## config.mk

```make
export PLATFORM = sky130hd
export DESIGN_NAME = azadi_autobaud_detect_flat
export DESIGN_NICKNAME = d
export VERILOG_FILES = /design/src/rtl/azadi_autobaud_detect_if.sv /design/src/rtl/azadi_autobaud_detect.sv /design/src/flat_wrapper.sv
export SDC_FILE = /design/constraint.sdc
export NUM_CORES = 1
export LEC_CHECK = 0
export CAP_MARGIN = 20
export CORE_MARGIN = 2
export CORE_UTILIZATION = 45
export DETAILED_ROUTE_END_ITERATION = 10
export GPL_TIMING_DRIVEN = 0
export PLACE_DENSITY = 0.69
export SYNTH_ARGS = -nofsm -noshare
export SYNTH_HDL_FRONTEND = slang
export SYNTH_SLANG_ARGS = --single-unit
```

## constraint.sdc

```tcl
create_clock -name wb_clk_i -period 4.1 [get_ports wb_clk_i]
set_input_delay 0.41 -clock wb_clk_i [delete_from_list [all_inputs] [get_ports wb_clk_i]]
set_output_delay 0.41 -clock wb_clk_i [all_outputs]
set_load 0.01 [all_outputs]
```

## src/rtl/azadi_autobaud_detect_if.sv

```systemverilog
// Bus between the auto-baud detector and its surroundings: the RX pad, the
// re-arm strobe, the LA override and the measured bit period.
interface azadi_autobaud_detect_if #(
    parameter int CNT_W = 16
);
    logic             uart_rx_i;
    logic             start_i;
    logic             la_override_i;
    logic [CNT_W-1:0] la_clks_per_bit_i;
    logic [CNT_W-1:0] clks_per_bit_o;
    logic             locked_o;
    logic             err_o;

    // Side that drives the pad/control inputs (SoC wrapper or testbench)
    modport master (
        output uart_rx_i, start_i, la_override_i, la_clks_per_bit_i,
        input  clks_per_bit_o, locked_o, err_o
    );

    // Detector side
    modport slave (
        input  uart_rx_i, start_i, la_override_i, la_clks_per_bit_i,
        output clks_per_bit_o, locked_o, err_o
    );
endinterface

```

## src/rtl/azadi_autobaud_detect.sv

```systemverilog
// UART auto-baud detector: times the nine edge-to-edge intervals of a 0x55
// character on the RX pad, checks each against the start-bit interval with a
// +/-25% window and averages the first eight into clks_per_bit.
module azadi_autobaud_detect #(
    parameter int CNT_W       = 16,
    parameter int MIN_CLKS    = 16,
    parameter int DEFAULT_CPB = 104
) (
    input logic                    wb_clk_i,
    input logic                    wb_rst_i,
    azadi_autobaud_detect_if.slave bus
);
    typedef enum logic [2:0] {IDLE, ARMED, MEAS, LOCKED, ERROR} state_t;

    localparam logic [CNT_W-1:0] CNT_MAX = '1;
    localparam logic [CNT_W-1:0] MIN_C   = CNT_W'(MIN_CLKS);
    localparam logic [CNT_W-1:0] DEF_C   = CNT_W'(DEFAULT_CPB);

    state_t           state, state_nxt;
    logic             rx_meta, rx_s, rx_q;
    logic             fall, rise, any_edge;
    logic [CNT_W-1:0] cnt, t0, result;
    logic [3:0]       edge_idx;
    logic [CNT_W+2:0] sum;
    logic [CNT_W:0]   lo, hi, ti_ext;
    logic             in_tol, pol_ok, edge_bad;

    // Average of eight intervals, rounded to nearest, truncated to CNT_W bits
    function automatic logic [CNT_W-1:0] round_div8(input logic [CNT_W+2:0] s);
        return CNT_W'((s + (CNT_W+3)'(4)) >> 3);
    endfunction

    // Two-flop synchronizer plus one delay stage for edge detection; idle high
    always_ff @(posedge wb_clk_i or posedge wb_rst_i) begin
        if (wb_rst_i) begin
            rx_meta <= 1'b1;
            rx_s    <= 1'b1;
            rx_q    <= 1'b1;
        end else begin
            rx_meta <= bus.uart_rx_i;
            rx_s    <= rx_meta;
            rx_q    <= rx_s;
        end
    end

    assign fall     = rx_q & ~rx_s;
    assign rise     = ~rx_q & rx_s;
    assign any_edge = fall | rise;

    // Tolerance window around T0, one bit wider so T0 + T0/4 cannot wrap
    assign lo     = {1'b0, t0} - {3'b000, t0[CNT_W-1:2]};
    assign hi     = {1'b0, t0} + {3'b000, t0[CNT_W-1:2]};
    assign ti_ext = {1'b0, cnt};
    assign in_tol = (ti_ext >= lo) && (ti_ext <= hi);
    // Even-numbered edges of 0x55 are rises (end of start bit first), odd are falls
    assign pol_ok = edge_idx[0] ? fall : rise;
    assign edge_bad = !pol_ok || ((edge_idx == 4'd0) ? (cnt < MIN_C) : !in_tol);

    // FSM state register
    always_ff @(posedge wb_clk_i or posedge wb_rst_i) begin
        if (wb_rst_i) state <= IDLE;
        else          state <= state_nxt;
    end

    // Next-state logic; a start strobe re-arms from any state
    always_comb begin
        state_nxt = state;
        if (bus.start_i) begin
            state_nxt = IDLE;
        end else begin
            unique case (state)
                IDLE:   if (rx_s) state_nxt = ARMED;
                ARMED:  if (fall) state_nxt = MEAS;
                MEAS: begin
                    if (any_edge) begin
                        if (edge_bad)                 state_nxt = ERROR;
                        else if (edge_idx == 4'd8)    state_nxt = LOCKED;
                    end else if (cnt == CNT_MAX) begin
                        state_nxt = ERROR;
                    end
                end
                LOCKED: state_nxt = LOCKED;
                ERROR:  state_nxt = ERROR;
                default: state_nxt = IDLE;
            endcase
        end
    end

    // Interval counter, edge index, running sum and the locked result
    always_ff @(posedge wb_clk_i or posedge wb_rst_i) begin
        if (wb_rst_i) begin
            cnt      <= '0;
            edge_idx <= '0;
            sum      <= '0;
            t0       <= '0;
            result   <= '0;
        end else if (bus.start_i) begin
            cnt      <= '0;
            edge_idx <= '0;
            sum      <= '0;
            t0       <= '0;
        end else if (state == ARMED && fall) begin
            cnt      <= CNT_W'(1);
            edge_idx <= '0;
            sum      <= '0;
        end else if (state == MEAS) begin
            if (any_edge) begin
                cnt      <= CNT_W'(1);
                edge_idx <= edge_idx + 4'd1;
                if (edge_idx == 4'd0) begin
                    t0  <= cnt;
                    sum <= {3'b000, cnt};
                end else if (edge_idx < 4'd8) begin
                    sum <= sum + {3'b000, cnt};
                end else if (!edge_bad) begin
                    result <= round_div8(sum);
                end
            end else if (cnt != CNT_MAX) begin
                cnt <= cnt + CNT_W'(1);
            end
        end
    end

    // Registered outputs; the LA override wins in every state
    always_ff @(posedge wb_clk_i or posedge wb_rst_i) begin
        if (wb_rst_i) begin
            bus.clks_per_bit_o <= DEF_C;
            bus.locked_o       <= 1'b0;
            bus.err_o          <= 1'b0;
        end else begin
            bus.locked_o <= !bus.start_i && (state == LOCKED);
            bus.err_o    <= !bus.start_i && (state == ERROR);
            if (bus.la_override_i)
                bus.clks_per_bit_o <= bus.la_clks_per_bit_i;
            else if (!bus.start_i && state == LOCKED)
                bus.clks_per_bit_o <= result;
            else
                bus.clks_per_bit_o <= DEF_C;
        end
    end
endmodule
```

## src/flat_wrapper.sv

```systemverilog
// flat-port wrapper written by rule: the top's interface ports become plain ports
module azadi_autobaud_detect_flat 
#(
    parameter int CNT_W       = 16,
    parameter int MIN_CLKS    = 16,
    parameter int DEFAULT_CPB = 104
)
  (wb_clk_i, wb_rst_i, bus_uart_rx_i, bus_start_i, bus_la_override_i, bus_la_clks_per_bit_i, bus_clks_per_bit_o, bus_locked_o, bus_err_o);
  azadi_autobaud_detect_if #(.CNT_W(CNT_W)) bus_i ();
  input logic wb_clk_i;
  input logic wb_rst_i;
  input wire logic [$bits(bus_i.uart_rx_i)-1:0] bus_uart_rx_i;
  input wire logic [$bits(bus_i.start_i)-1:0] bus_start_i;
  input wire logic [$bits(bus_i.la_override_i)-1:0] bus_la_override_i;
  input wire logic [$bits(bus_i.la_clks_per_bit_i)-1:0] bus_la_clks_per_bit_i;
  output wire logic [$bits(bus_i.clks_per_bit_o)-1:0] bus_clks_per_bit_o;
  output wire logic [$bits(bus_i.locked_o)-1:0] bus_locked_o;
  output wire logic [$bits(bus_i.err_o)-1:0] bus_err_o;
  assign bus_i.uart_rx_i = bus_uart_rx_i;
  assign bus_i.start_i = bus_start_i;
  assign bus_i.la_override_i = bus_la_override_i;
  assign bus_i.la_clks_per_bit_i = bus_la_clks_per_bit_i;
  assign bus_clks_per_bit_o = bus_i.clks_per_bit_o;
  assign bus_locked_o = bus_i.locked_o;
  assign bus_err_o = bus_i.err_o;
  azadi_autobaud_detect #(.CNT_W(CNT_W), .MIN_CLKS(MIN_CLKS), .DEFAULT_CPB(DEFAULT_CPB)) u_core (.wb_clk_i(wb_clk_i), .wb_rst_i(wb_rst_i), .bus(bus_i));
endmodule
```

==> summary.md, run 1 <==
| Metric | Value |
|---|---|
| Routability cong. | 0.890 |
| Critical path type | flop to flop |
| Seq pwr share | 45.3% |
| Initial Util | 46.3% |
| PortBufs | 37 |
| Remaining antenna violation count after routing | 0 |
| Crit-path max cell delay | 450 ps |
| Number of flops mapped to enable cells by yosys | 0 |
| Syn nets | 964 |
| First-pass GRT wire length | 30600 um |
| Ant diodes | 0 |
| CTS buffer count | 9 |
| Fin util | 54.8% |
| # H-tree levels | 3 |
| Synthesis Warnings | 0 |
| Clk Latency, worst-skew pair | 360 ps |
| Die Height | 132 um |
| Cell accounting for the most synthesized area | dfrtp_1 |
| Die X | 132 um |
| Post-route setup slack | -422 ps |
| Max IR drop VDD | 0.264 mV |
| Cells after DPL | 1112 |
| CP required | 4350 ps |
| Syn-to-layout area delta | 18.5% |
| Total gr overflow | 0 |
| Max cap viols | 0 |
| Clk_skew | 10.0 ps |
| Total clock sinks | 95 |
| Crit path from | u_core.t0[2] |
| Initial DRC count | 407 |
| Max-slew headroom | 31.7% |
| DRC errors left | 0 |
| Largest cells by area after synthesis | dfrtp_1 30%, ha_1 14%, nand2_1 5.6% |
| Total power | 2.17 mW |
| Hold path startpoint | u_core.rx_meta |
| FMAX | 221 MHz |
| Drt wl/cell | 16.0 um |
| Share of cells above drive strength 1 | 11.7% |
| Top_reg_cell synth | dfrtp_1 |
| Slew @ Worst Pin | 1020 ps |
| Final period util | 110% |
| Failing checks | setup timing |
| Post-synth top area share | 30.1% |
| Worst-path fanout max | 7 |
| Crit path DAT | 4770 ps |
| Setup crit start kind | flop |
| TritonCTS clock tree | yes |
| Sw Share | 29.9% |
| Slew Limit Fails | 0 |
| Asr flop ratio synth | 100% |
| Core area | 16000 sq um |
| CTS clk-pin slew, worst paths | 80 ps |
| Layout Nets | 1028 |
| PwrDens | 247 nW/um^2 |
| CTS Hold Bufs | 0 |
| Vias after detailed routing | 6436 |
| Total wire length | 18300 um |
| Min Tclk post-route | 4520 ps |
| Largest net degree at the start of global routing | 54 |
| Net switching power | 0.647 mW |
| Max Buffers Root-to-Sink | 2 |
| Clock Root Buffer | clkbuf_16 |
| Final Hold Fails | 0 |
| Vias in the first global route | 6091 |
| Netlist cell types | 69 |
| Final setup viols | 19 |
| Syn_area_per_cell | 8.63 sq um |
| GRT Util Overall | 21.3% |
| Hold Crit Class | flop to flop |
| Pleak | 3.95 nW |
| FP Rows | 46 |
| Outcome | finished with violations |
| Critical path capture point type | flop |
| Hpwl dp | 13400 um |
| Critical-path cell list | ha_1, buf_6, o21bai_1, a21oi_1, o211ai_1, buf_4, a2111oi_4, o31ai_4, nor4_2, a211oi_4, ha_1, a21o_1, a211o_1, a221oi_2, o21a_1, a211o_1, and4_1, buf_6, clkbuf_16, mux2_4 |
| DRT Pass-1 Iters | 5 |
| Post-Synthesis Cells | 858 |
| Via density | 5.63 |
| Cell area after synthesis | 7400 sq um |
| Die area | 17500 sq um |
| FF-to-FF Start | u_core.t0[2] |
| Register area share after synthesis | 32.2% |
| Synthesized flop and latch total | 95 |
| Combinational share of power | 14.9% |
| CP max-delay cell | dfrtp_2 |
| Initial antenna violation count | 0 |
| Io pins | 39 |
| Non-Filler Instances | 1143 |
| Dpl ws | -917 ps |
| RSZ-0062 raised after global routing | true |
| Clock power frac | 39.9% |
| P_int | 1.52 mW |
==> through the flow <==
| stage | hold WS, ps | area, sq um | TNS, ps |
|---|---|---|---|
| floorplan | 345 | 7430 | -1080 |
| global placement | 347 | 8070 | -45960 |
| detailed placement | 347 | 8100 | -15520 |
| CTS | 358 | 8630 | -9020 |
| global route | 366 | 8780 | -10750 |
| finish | 357 | 8780 | -6800 |
==> registers in the layout, summed over array words and instances, names as in the netlist <==
signal                     count
u_core.t0                     16
u_core.rx_meta                 1
u_core.bus.locked_o            1
u_core.edge_idx                4
u_core.cnt                    16
u_core.rx_s                    1
u_core.sum                    19
u_core.result                 16
u_core.rx_q                    1
u_core.state                   3
u_core.bus.err_o               1
u_core.bus.clks_per_bit_o     16
==> power groups by stage <==
| stage | clock [mW] | combinational (mW) | sequential, mW |
|---|---|---|---|
| final | 0.864 | 0.322 | 0.981 |
| after global routing | 0.925 | 0.356 | 0.983 |
| after CTS | 0.881 | 0.319 | 0.980 |
| after detailed placement | 0 | 0.309 | 0.999 |
| after global placement | 0 | 0.304 | 0.998 |
| after floorplan | 0 | 0.194 | 0.998 |
==> layout make-up <==
type	count	area [sq um]
fill	1508	7220
inverter	50	190
tap	216	270
clock inverter	7	81.3
timing repair buffer	55	556
buffer	34	161
sequential	95	2390
multi-input combinational	677	4900
clock buffer	9	225
==> metal layers <==
metal	GRT usage, %	share of wire, %
met5	0	0
met4	4.48	1.4
met3	3.88	4.8
met2	34.1	46
met1	30.1	48
==> timing repair <==
item                                    CTS  global route
cloned                                    0             1
endpoints found under the setup margin   19            19
pin swaps                                 8            17
endpoints found under the hold margin     0             0
gates resized for setup                  27            21
buffers inserted                         12             4
==> final timing paths <==
| check | to | slack [ps] | cells past startpoint |
|---|---|---|---|
| worst max-delay path | u_core.result[7] | -420 | 20 |
| max in group asynchronous | u_core.cnt[7] | 2990 | 3 |
| worst min-delay path | u_core.rx_s | 360 | 0 |
| worst min register to register | u_core.rx_s | 360 | 0 |
| worst max register to register | u_core.result[7] | -420 | 20 |
| min in group asynchronous | u_core.bus.clks_per_bit_o[4] | 460 | 2 |
==> cell usage after synthesis (all sizes together), types with 11 or more instances <==
library cell,count
a21oi,63
xnor2,39
clkbuf,31
ha,82
and3,13
inv,50
o21ai,60
nand4,13
nor2,65
xor2,22
nand3,18
a21o,11
nand2b,13
nor3,22
nand2,110
mux2,16
dfrtp,89
==> layout by cell type (no fill, tap or decap), drive strengths merged, types with 37 or more instances in the layout <==
cell type,count
dfrtp,89
xnor2,39
nor2,65
ha,82
a21oi,63
inv,54
clkbuf,39
o21ai,60
nand2,110
clkdlybuf4s50,37
==> kinds of logic (layout without fill, tap and decap cells) <==
| kind of cell | after synthesis | after routing | share of synthesized area [%] |
|---|---|---|---|
| AO/OA/AOI/OAI | 216 | 216 | 19.0 |
| XOR/XNOR | 61 | 61 | 7.22 |
| adder cells (fa/ha/maj) | 85 | 85 | 14.7 |
| buffers and inverters | 86 | 155 | 4.80 |
| flip-flops | 95 | 95 | 32.2 |
| multiplexers | 18 | 18 | 3.21 |
| AND/OR/NAND/NOR | 297 | 297 | 18.9 |
==> worst max-delay path: cells and delay by family, from the launching register on <==
kind	cells	cell delay (ps)
and+or+nand+nor	2	500
DFF	1	450
adders and majority gates	2	550
AOI/OAI and AO/OA	11	2010
muxes	1	300
buffers and inverters	4	590
(Power assumes the default switching activity.)
==> run 2: changes to the inputs <==
--- a/config.mk
+++ b/config.mk
@@ -8,6 +8,7 @@
 export CAP_MARGIN = 20
 export CORE_MARGIN = 2
 export CORE_UTILIZATION = 45
+export CTS_CLUSTER_SIZE = 25
 export DETAILED_ROUTE_END_ITERATION = 10
 export GPL_TIMING_DRIVEN = 0
 export PLACE_DENSITY = 0.69
==> results of run 2 <==
No change in the layout: final DEF, timing and power equal those of run 1.
